$ cat config.mk
export PLATFORM = sky130hd
export DESIGN_NAME = fc_classifier
export DESIGN_NICKNAME = d
export VERILOG_FILES = /design/src/rtl/fc_classifier_pkg.sv /design/src/rtl/fc_round_sat.sv /design/src/rtl/fc_classifier.sv
export SDC_FILE = /design/constraint.sdc
export NUM_CORES = 2
export LEC_CHECK = 0
export CORE_MARGIN = 2
export CORE_UTILIZATION = 45
export DETAILED_ROUTE_END_ITERATION = 7
export HOLD_SLACK_MARGIN = 0.02
export PLACE_DENSITY_LB_ADDON = 0.3
export RECOVER_POWER = 50
export SLEW_MARGIN = 20
export SYNTH_ARGS = -nofsm -noshare
export SYNTH_HDL_FRONTEND = slang
export SYNTH_SLANG_ARGS = --single-unit
$ cat constraint.sdc
create_clock -name clk -period 8.15 [get_ports clk]
set_clock_uncertainty 0.15 [all_clocks]
set_input_delay 2.0375 -clock clk [delete_from_list [all_inputs] [get_ports clk]]
set_output_delay 2.0375 -clock clk [all_outputs]
set_load 0.02 [all_outputs]
$ cat src/rtl/fc_classifier_pkg.sv
// Shared fixed-point constants and FSM encoding for the FC output stage.
// The Q4.16 limits are the same ones the convolution stage rounds against.
package fc_classifier_pkg;
  typedef enum logic [2:0] {
    S_IDLE, S_FETCH, S_LAST, S_ROUND, S_WRITE, S_DONE
  } fc_state_e;

  localparam int D_W    = 20;
  localparam int Q_FRAC = 16;
  localparam int PROD_W = 2 * D_W;
  localparam int ACC_W  = 52;

  localparam logic [D_W-1:0] SAT_MAX = 20'h7FFFF;
  localparam logic [D_W-1:0] SAT_MIN = 20'h80000;
endpackage

$ cat src/rtl/fc_round_sat.sv
// Round-half-up and saturate a Q.32 accumulator down to a Q4.16 word.
import fc_classifier_pkg::*;

module fc_round_sat (
  input  logic signed [ACC_W-1:0] sum,
  output logic        [D_W-1:0]   score
);
  localparam logic signed [ACC_W-1:0] HALF =
    {{(ACC_W-Q_FRAC){1'b0}}, 1'b1, {(Q_FRAC-1){1'b0}}};
  localparam logic signed [ACC_W-1:0] HI = {{(ACC_W-D_W){1'b0}}, SAT_MAX};
  localparam logic signed [ACC_W-1:0] LO = {{(ACC_W-D_W){1'b1}}, SAT_MIN};

  logic signed [ACC_W-1:0] rnd;

  always_comb begin
    rnd = (sum + HALF) >>> Q_FRAC;
    if (rnd > HI)      score = SAT_MAX;
    else if (rnd < LO) score = SAT_MIN;
    else               score = rnd[D_W-1:0];
  end
endmodule

$ cat src/rtl/fc_classifier.sv
// Fully connected classifier: one dot product per class over the flattened
// feature vector, plus bias, round/saturate, result write and arg-max.
import fc_classifier_pkg::*;

module fc_classifier #(
  parameter int N_CLASS = 4,
  parameter int VEC_LEN = 2048,
  parameter int WAW     = 14
) (
  input  logic                       clk,
  input  logic                       reset,
  input  logic                       start,
  output logic                       busy,
  output logic                       done,
  output logic                       fm_rd,
  output logic [$clog2(VEC_LEN)-1:0] fm_addr,
  input  logic [D_W-1:0]             fm_data,
  output logic                       w_rd,
  output logic [WAW-1:0]             w_addr,
  input  logic [D_W-1:0]             w_data,
  output logic                       res_wr,
  output logic [$clog2(N_CLASS)-1:0] res_addr,
  output logic [D_W-1:0]             res_data,
  output logic [$clog2(N_CLASS)-1:0] class_idx
);
  localparam int IW = $clog2(VEC_LEN);
  localparam int CW = $clog2(N_CLASS);
  localparam logic [WAW-1:0] BIAS_BASE = WAW'(N_CLASS * VEC_LEN);

  fc_state_e state, state_nx;

  logic [CW-1:0]           cls, best_idx;
  logic [IW-1:0]           i;
  logic signed [ACC_W-1:0] acc, sum;
  logic signed [PROD_W-1:0] prod;
  logic [D_W-1:0]          score, score_nx, best_score;
  logic                    prod_vld;
  logic                    last_i, last_cls;

  assign last_i    = (i == IW'(VEC_LEN - 1));
  assign last_cls  = (cls == CW'(N_CLASS - 1));
  assign prod      = $signed(fm_data) * $signed(w_data);
  // In ROUND the weight port carries the bias read issued from LAST.
  assign sum       = acc + (ACC_W'($signed(w_data)) <<< Q_FRAC);
  assign class_idx = best_idx;

  fc_round_sat u_round_sat (.sum(sum), .score(score_nx));

  always_ff @(posedge clk or negedge reset) begin
    if (!reset) state <= S_IDLE;
    else        state <= state_nx;
  end

  always_comb begin
    state_nx = state;
    busy     = 1'b1;
    done     = 1'b0;
    fm_rd    = 1'b0;
    fm_addr  = '0;
    w_rd     = 1'b0;
    w_addr   = '0;
    res_wr   = 1'b0;
    res_addr = '0;
    res_data = '0;
    case (state)
      S_IDLE: begin
        busy = 1'b0;
        if (start) state_nx = S_FETCH;
      end
      S_FETCH: begin
        fm_rd   = 1'b1;
        w_rd    = 1'b1;
        fm_addr = i;
        w_addr  = WAW'(cls) * WAW'(VEC_LEN) + WAW'(i);
        if (last_i) state_nx = S_LAST;
      end
      S_LAST: begin
        w_rd     = 1'b1;
        w_addr   = BIAS_BASE + WAW'(cls);
        state_nx = S_ROUND;
      end
      S_ROUND: state_nx = S_WRITE;
      S_WRITE: begin
        res_wr   = 1'b1;
        res_addr = cls;
        res_data = score;
        state_nx = last_cls ? S_DONE : S_FETCH;
      end
      S_DONE: begin
        done     = 1'b1;
        state_nx = S_IDLE;
      end
      default: state_nx = S_IDLE;
    endcase
  end

  always_ff @(posedge clk or negedge reset) begin
    if (!reset) begin
      cls        <= '0;
      i          <= '0;
      acc        <= '0;
      prod_vld   <= 1'b0;
      score      <= '0;
      best_score <= '0;
      best_idx   <= '0;
    end else begin
      // Memory data lags the read by a cycle, so only accumulate after a FETCH.
      prod_vld <= (state == S_FETCH);
      case (state)
        S_IDLE: if (start) begin
          cls        <= '0;
          i          <= '0;
          acc        <= '0;
          best_score <= '0;
          best_idx   <= '0;
        end
        S_FETCH: begin
          i <= last_i ? '0 : i + 1'b1;
          if (prod_vld) acc <= acc + ACC_W'(prod);
        end
        S_LAST:  acc   <= acc + ACC_W'(prod);
        S_ROUND: score <= score_nx;
        S_WRITE: begin
          if (cls == '0 || $signed(score) > $signed(best_score)) begin
            best_score <= score;
            best_idx   <= cls;
          end
          if (!last_cls) begin
            cls <= cls + 1'b1;
            i   <= '0;
            acc <= '0;
          end
        end
        default: ;
      endcase
    end
  end
endmodule

### After elaboration in Yosys (flattened, before gate mapping)

Cells that the tools add are included.

* $add $sub $neg: 7
* multipliers: 1
* order comparisons: 3
* equal/unequal tests: 12
* muxes and demuxes: 31
* reduce and logical (&&, ||, !) cells: 12

Operators with widths (number)
* $pmux 52 s4: 1
* $mux 52: 3
* $mux 20: 5
* $add 52x17->52 const B: 1
* $add 52x36->52: 1
* $add 52x40->52: 1
* $mux 11: 4
* $mul 20x20->40: 1
* $pmux 20 s2: 1
* $gt 36x20->1 const B: 1
* $lt 36x20->1 const B: 1
* $pmux 11 s3: 1
* $pmux 14 s2: 1
* $gt 20x20->1: 1
* $pmux 3 s5: 1
* $add 13x11->14: 1
* $add 14x2->14 const A: 1
* $add 11x1->11 const B: 1
* $eq 11x11->1 const B: 1
* $ne 2x2->1 const B: 5
* $mux 3: 3
* $reduce_and 3->1: 3
* $mux 2: 4
* $pmux 2 s2: 2
* other kinds (15): 21

* register bits after elaboration: 111
* bits of input ports: 43
* logic and storage cells: 74

### Longest topological paths before layout

* depth in word-level cells: 5
* depth in mapped cells: 30

### Cells and area by module

From an unflattened synthesis, not the netlist that was laid out.

* cell total of the unflattened synthesis: 3201
* area, all modules: 28332.2 sq um

By module, submodules not included
* fc_classifier: times used 1, cells each 3036, area each 27172.3 sq um, sequential area each 2777.7 sq um
* fc_round_sat: times used 1, cells each 165, area each 1159.9 sq um, sequential area each 0.0 sq um

### Worst setup path after synthesis

No wires, ideal clock.

* kind: in2reg
* start point: in w_data[0]
* end point: reg acc[51]
* data arrival time: 9.885 ns
* required time: 7.879 ns
* slack: -2.006 ns
* stages on the path: 26
* buffers on the path: 1
* cell sequence: clkbuf_1 -> nand2_1 -> fa_1 -> inv_1 -> ha_1 -> inv_1 -> fa_1 -> inv_1 -> fa_1 -> fa_1 -> fa_1 -> inv_1 -> fa_1 -> inv_1 -> ha_1 -> a21o_1 -> a21o_1 -> a21oi_1 -> nand2_1 -> o31a_1 -> o21a_1 -> o41ai_1 -> o21bai_1 -> a221oi_1 -> xnor2_1 -> a22o_1

* word-level cells in the longest chain between the ends: 4

RTL lines
* from (decl): RTL line fc_classifier.sv:20 `input logic [D_W-1:0] w_data,`
* $mul 20x20->40 (*): RTL line fc_classifier.sv:42 `assign prod = $signed(fm_data) * $signed(w_data);`
* $add 52x40->52 (*): RTL line fc_classifier.sv:119, fc_classifier.sv:121
* $mux 52: RTL line fc_classifier.sv:119 `if (prod_vld) acc <= acc + ACC_W'(prod);`
* $pmux 52 s4 (*): RTL line fc_classifier.sv:109 `case (state)`
* to (signal assigned): RTL line fc_classifier.sv:119
* to (signal assigned): RTL line fc_classifier.sv:121 `S_LAST: acc <= acc + ACC_W'(prod);`
* to (decl): RTL line fc_classifier.sv:34 `logic signed [ACC_W-1:0] acc, sum;`

Mark *: on every way between the ends. The rest lies on a longest branch, timed or not. The select of a mux whose other input is x is not followed.
A chain may end at the register's enable or synchronous reset.

### Worst setup path in the final report

* start point: in w_data[3]
* end point: reg acc[50]

The elaborated chain is that of the path after synthesis.

==> metrics.txt <==
run status complete, but fails checks; violated checks max-capacitance violations, max-slew violations, negative setup slack; Mapped Nets 3861; final hold viol count 0; Synth Warn # 0; vias in the first global route 22240; CP Data Required Time 8.23 ns; Wirelength per Cell 16.09 microns; initial antenna violation count 1; post-route cell area 33770 sq um; final hold slack 0.3390 ns; Worst Path Arrival 8.81 ns; top-area cell type share of the netlist area 0.4000; Inserted Diodes 0; worst slew pin tran 2.262 ns; hold path depth 2; Tmin final 8.732 ns; hpwl dp 56390 microns; Cell Area, Synth 27380 sq um; Die Height 250.7 microns; largest net degree at the start of global routing 73; RSZ-0062 raised after global routing yes; Max H-tree Level 3; share of layout cells above drive strength 1 0.1985; Max Cap Viol 2; crit path kind in2reg; Peak Freq 114.5 MHz; post-synthesis sequential area ratio 0.1015; die width 250.7 microns; fin nets 4248; TritonCTS Sinks 111; Die ar. 62830 sq um; Reg2Reg Depth 28; core area 60250 sq um; Worst Hold End acc[1]; DRT Pass-1 Iters 5; PortBufs 96; io pins 97; FF+latch area 2778 sq um; Antenna Violating Nets Remaining 0; Synth cell types 75; DRT iter0 DRCs 1002; Post-Synthesis Cells 3060; Max FO, Critical Path 3; slowest stage delay, CP 0.54 ns; ys flop type dfrtp_1; startpoint types primary input; post-place instance area 31820 sq um; Congestion Overflow GR 0; reg2reg setup slack 1.15 ns; slowest CP cell fa_1; row cnt 90; vias 21060; DRC Markers 0; CTS Buf Count 9; area grow syn2layout 23.36%; Area contributors post-synth fa_1, inv_1, dfrtp_1; pre-CTS WS -1.503 ns; Total Wirelength 68090 microns; mean post-synth cell area 8.947 sq um; fillers 5329; dpl cells 4120; final setup fails 29; reg2reg start acc[12]; clk_lat worst skew 0.36 ns; Total GRT Usage 0.2242; asr flop ratio synth 1.000; worst hold start acc[1]; Placer Congestion 0.8858; Multi-input gate area 21780 sq um; worst hold path type reg2reg; period utilization 1.071; setup ws final -0.5822 ns; Post-synth EDFFs 0; FF+latch count, synth 111; CTS tree built; Starting Density 0.4545; clock buffer depth 2; Slew HR -0.5077; Worst Setup End Kind register; clock root buffer master clkbuf_16; global-route wire length before repair 113100 microns; Finished Layout Cells 4233; clock slew at reported path FFs 0.08 ns; Final Max Tran Viols 114; Yosys top cell by area fa_1; most frequent CP cell fa_1; r2r endpoint acc[50]; vias per cell 4.974
[cell families (layout without fill, tap and decap cells)]
logic type / after synthesis / after routing / share of synthesized area
AO/OA/AOI/OAI: 386 / 386 / 0.09611
XOR/XNOR: 84 / 84 / 0.02687
buffers and inverters: 969 / 1360 / 0.1337
flip-flops: 111 / 111 / 0.1015
adder cells (fa/ha/maj): 758 / 758 / 0.4964
multiplexers: 25 / 25 / 0.01019
AND/OR/NAND/NOR: 727 / 727 / 0.1353
[metal layers]
layer / global-route usage / up-vias / wire length [microns]
met5: 0 / - / 13
met4: 0.05184 / 2 / 1498
met3: 0.01839 / 84 / 1925
met2: 0.4008 / 329 / 35190
met1: 0.2960 / 10710 / 29460
li1: - / 9935 / -
[timing repair]
item / 4_1_cts / 5_1_grt
setup endpoints to repair: 37 / 35
buffers inserted: 73 / 31
resized for setup: 322 / 70
pin swaps: 206 / 82
cloned: 7 / 1
hold buffers: 0 / 0
[per-stage QoR]
stage / TNS (ns) / util
2_1_floorplan: -10.31 / -
5_1_grt: -14.87 / 0.5606
3_5_place_dp: -36.96 / 0.5282
3_3_place_gp: -35.81 / 0.5282
6_report: -9.588 / 0.5606
4_1_cts: -9.375 / 0.5557
[sequential cells by signal, indices dropped and copies added (netlist names)]
signal / cells
prod_vld: 1
i: 11
best_score: 20
score: 20
acc: 52
cls: 2
state: 3
class_idx: 2
[how the worst max path moves through the flow]
stage           startpoint       to  slack, ns  cells after the start
3_5_place_dp    fm_data[4]  acc[51]      -1.50                     26
6_report         w_data[3]  acc[50]      -0.58                     29
4_1_cts          w_data[3]  acc[50]      -0.61                     29
2_1_floorplan  fm_data[19]  acc[51]      -0.88                     29
3_3_place_gp     w_data[3]  acc[50]      -1.44                     27
5_1_grt          w_data[3]  acc[50]      -0.77                     29
[synth_stat cells (53+ instances only)]
| master | n |
|---|---|
| nor2_1 | 75 |
| inv_1 | 852 |
| a21o_1 | 60 |
| ha_1 | 211 |
| and2_1 | 216 |
| fa_1 | 547 |
| xnor2_1 | 53 |
| clkbuf_1 | 115 |
| dfrtp_1 | 111 |
| o21ai_0 | 68 |
| nand2_1 | 261 |
| a21oi_1 | 94 |
[final cells by class]
| cell class | instances | area share |
|---|---|---|
| clock buffer | 9 | 0.006668 |
| tap | 782 | 0.02897 |
| clock inverter | 6 | 0.002297 |
| multi-input combinational | 1980 | 0.6448 |
| inverter | 852 | 0.09495 |
| sequential | 111 | 0.08224 |
| timing repair buffer | 493 | 0.1400 |
[critical path, delay by kind of cell]
kind / cells / cell delay (ns)
buf+inv: 8 / 0.50
compound gates: 10 / 2.08
xor+xnor: 1 / 0.17
fa+ha+maj: 8 / 3.71
simple gates: 2 / 0.30
[layout by cell type (no fill, tap or decap), drive strengths merged, types with 9 or more instances in the layout]
master         Yosys  layout
clkbuf           115      20
a21oi            105     105
nand4             17      17
nand2b            29      29
o21a              15      15
nor3              13      13
a211oi             9       9
dfrtp            111     111
buf                2     408
o21ai             71      71
a21o              61      61
ha               211     211
nand3             19      19
and3              36      36
nand2            261     261
xor2              31      31
fa               547     547
o31ai             15      15
inv              852     854
clkdlybuf4s50      0      54
and2             216     216
a22o              35      35
xnor2             53      53
mux2              23      23
o21bai            13      13
nor2              75      75
o211ai             9       9
nor2b             33      33
Power is not shown: default switching activity piles up to over one toggle a cycle in this logic, so the estimate is an artifact.
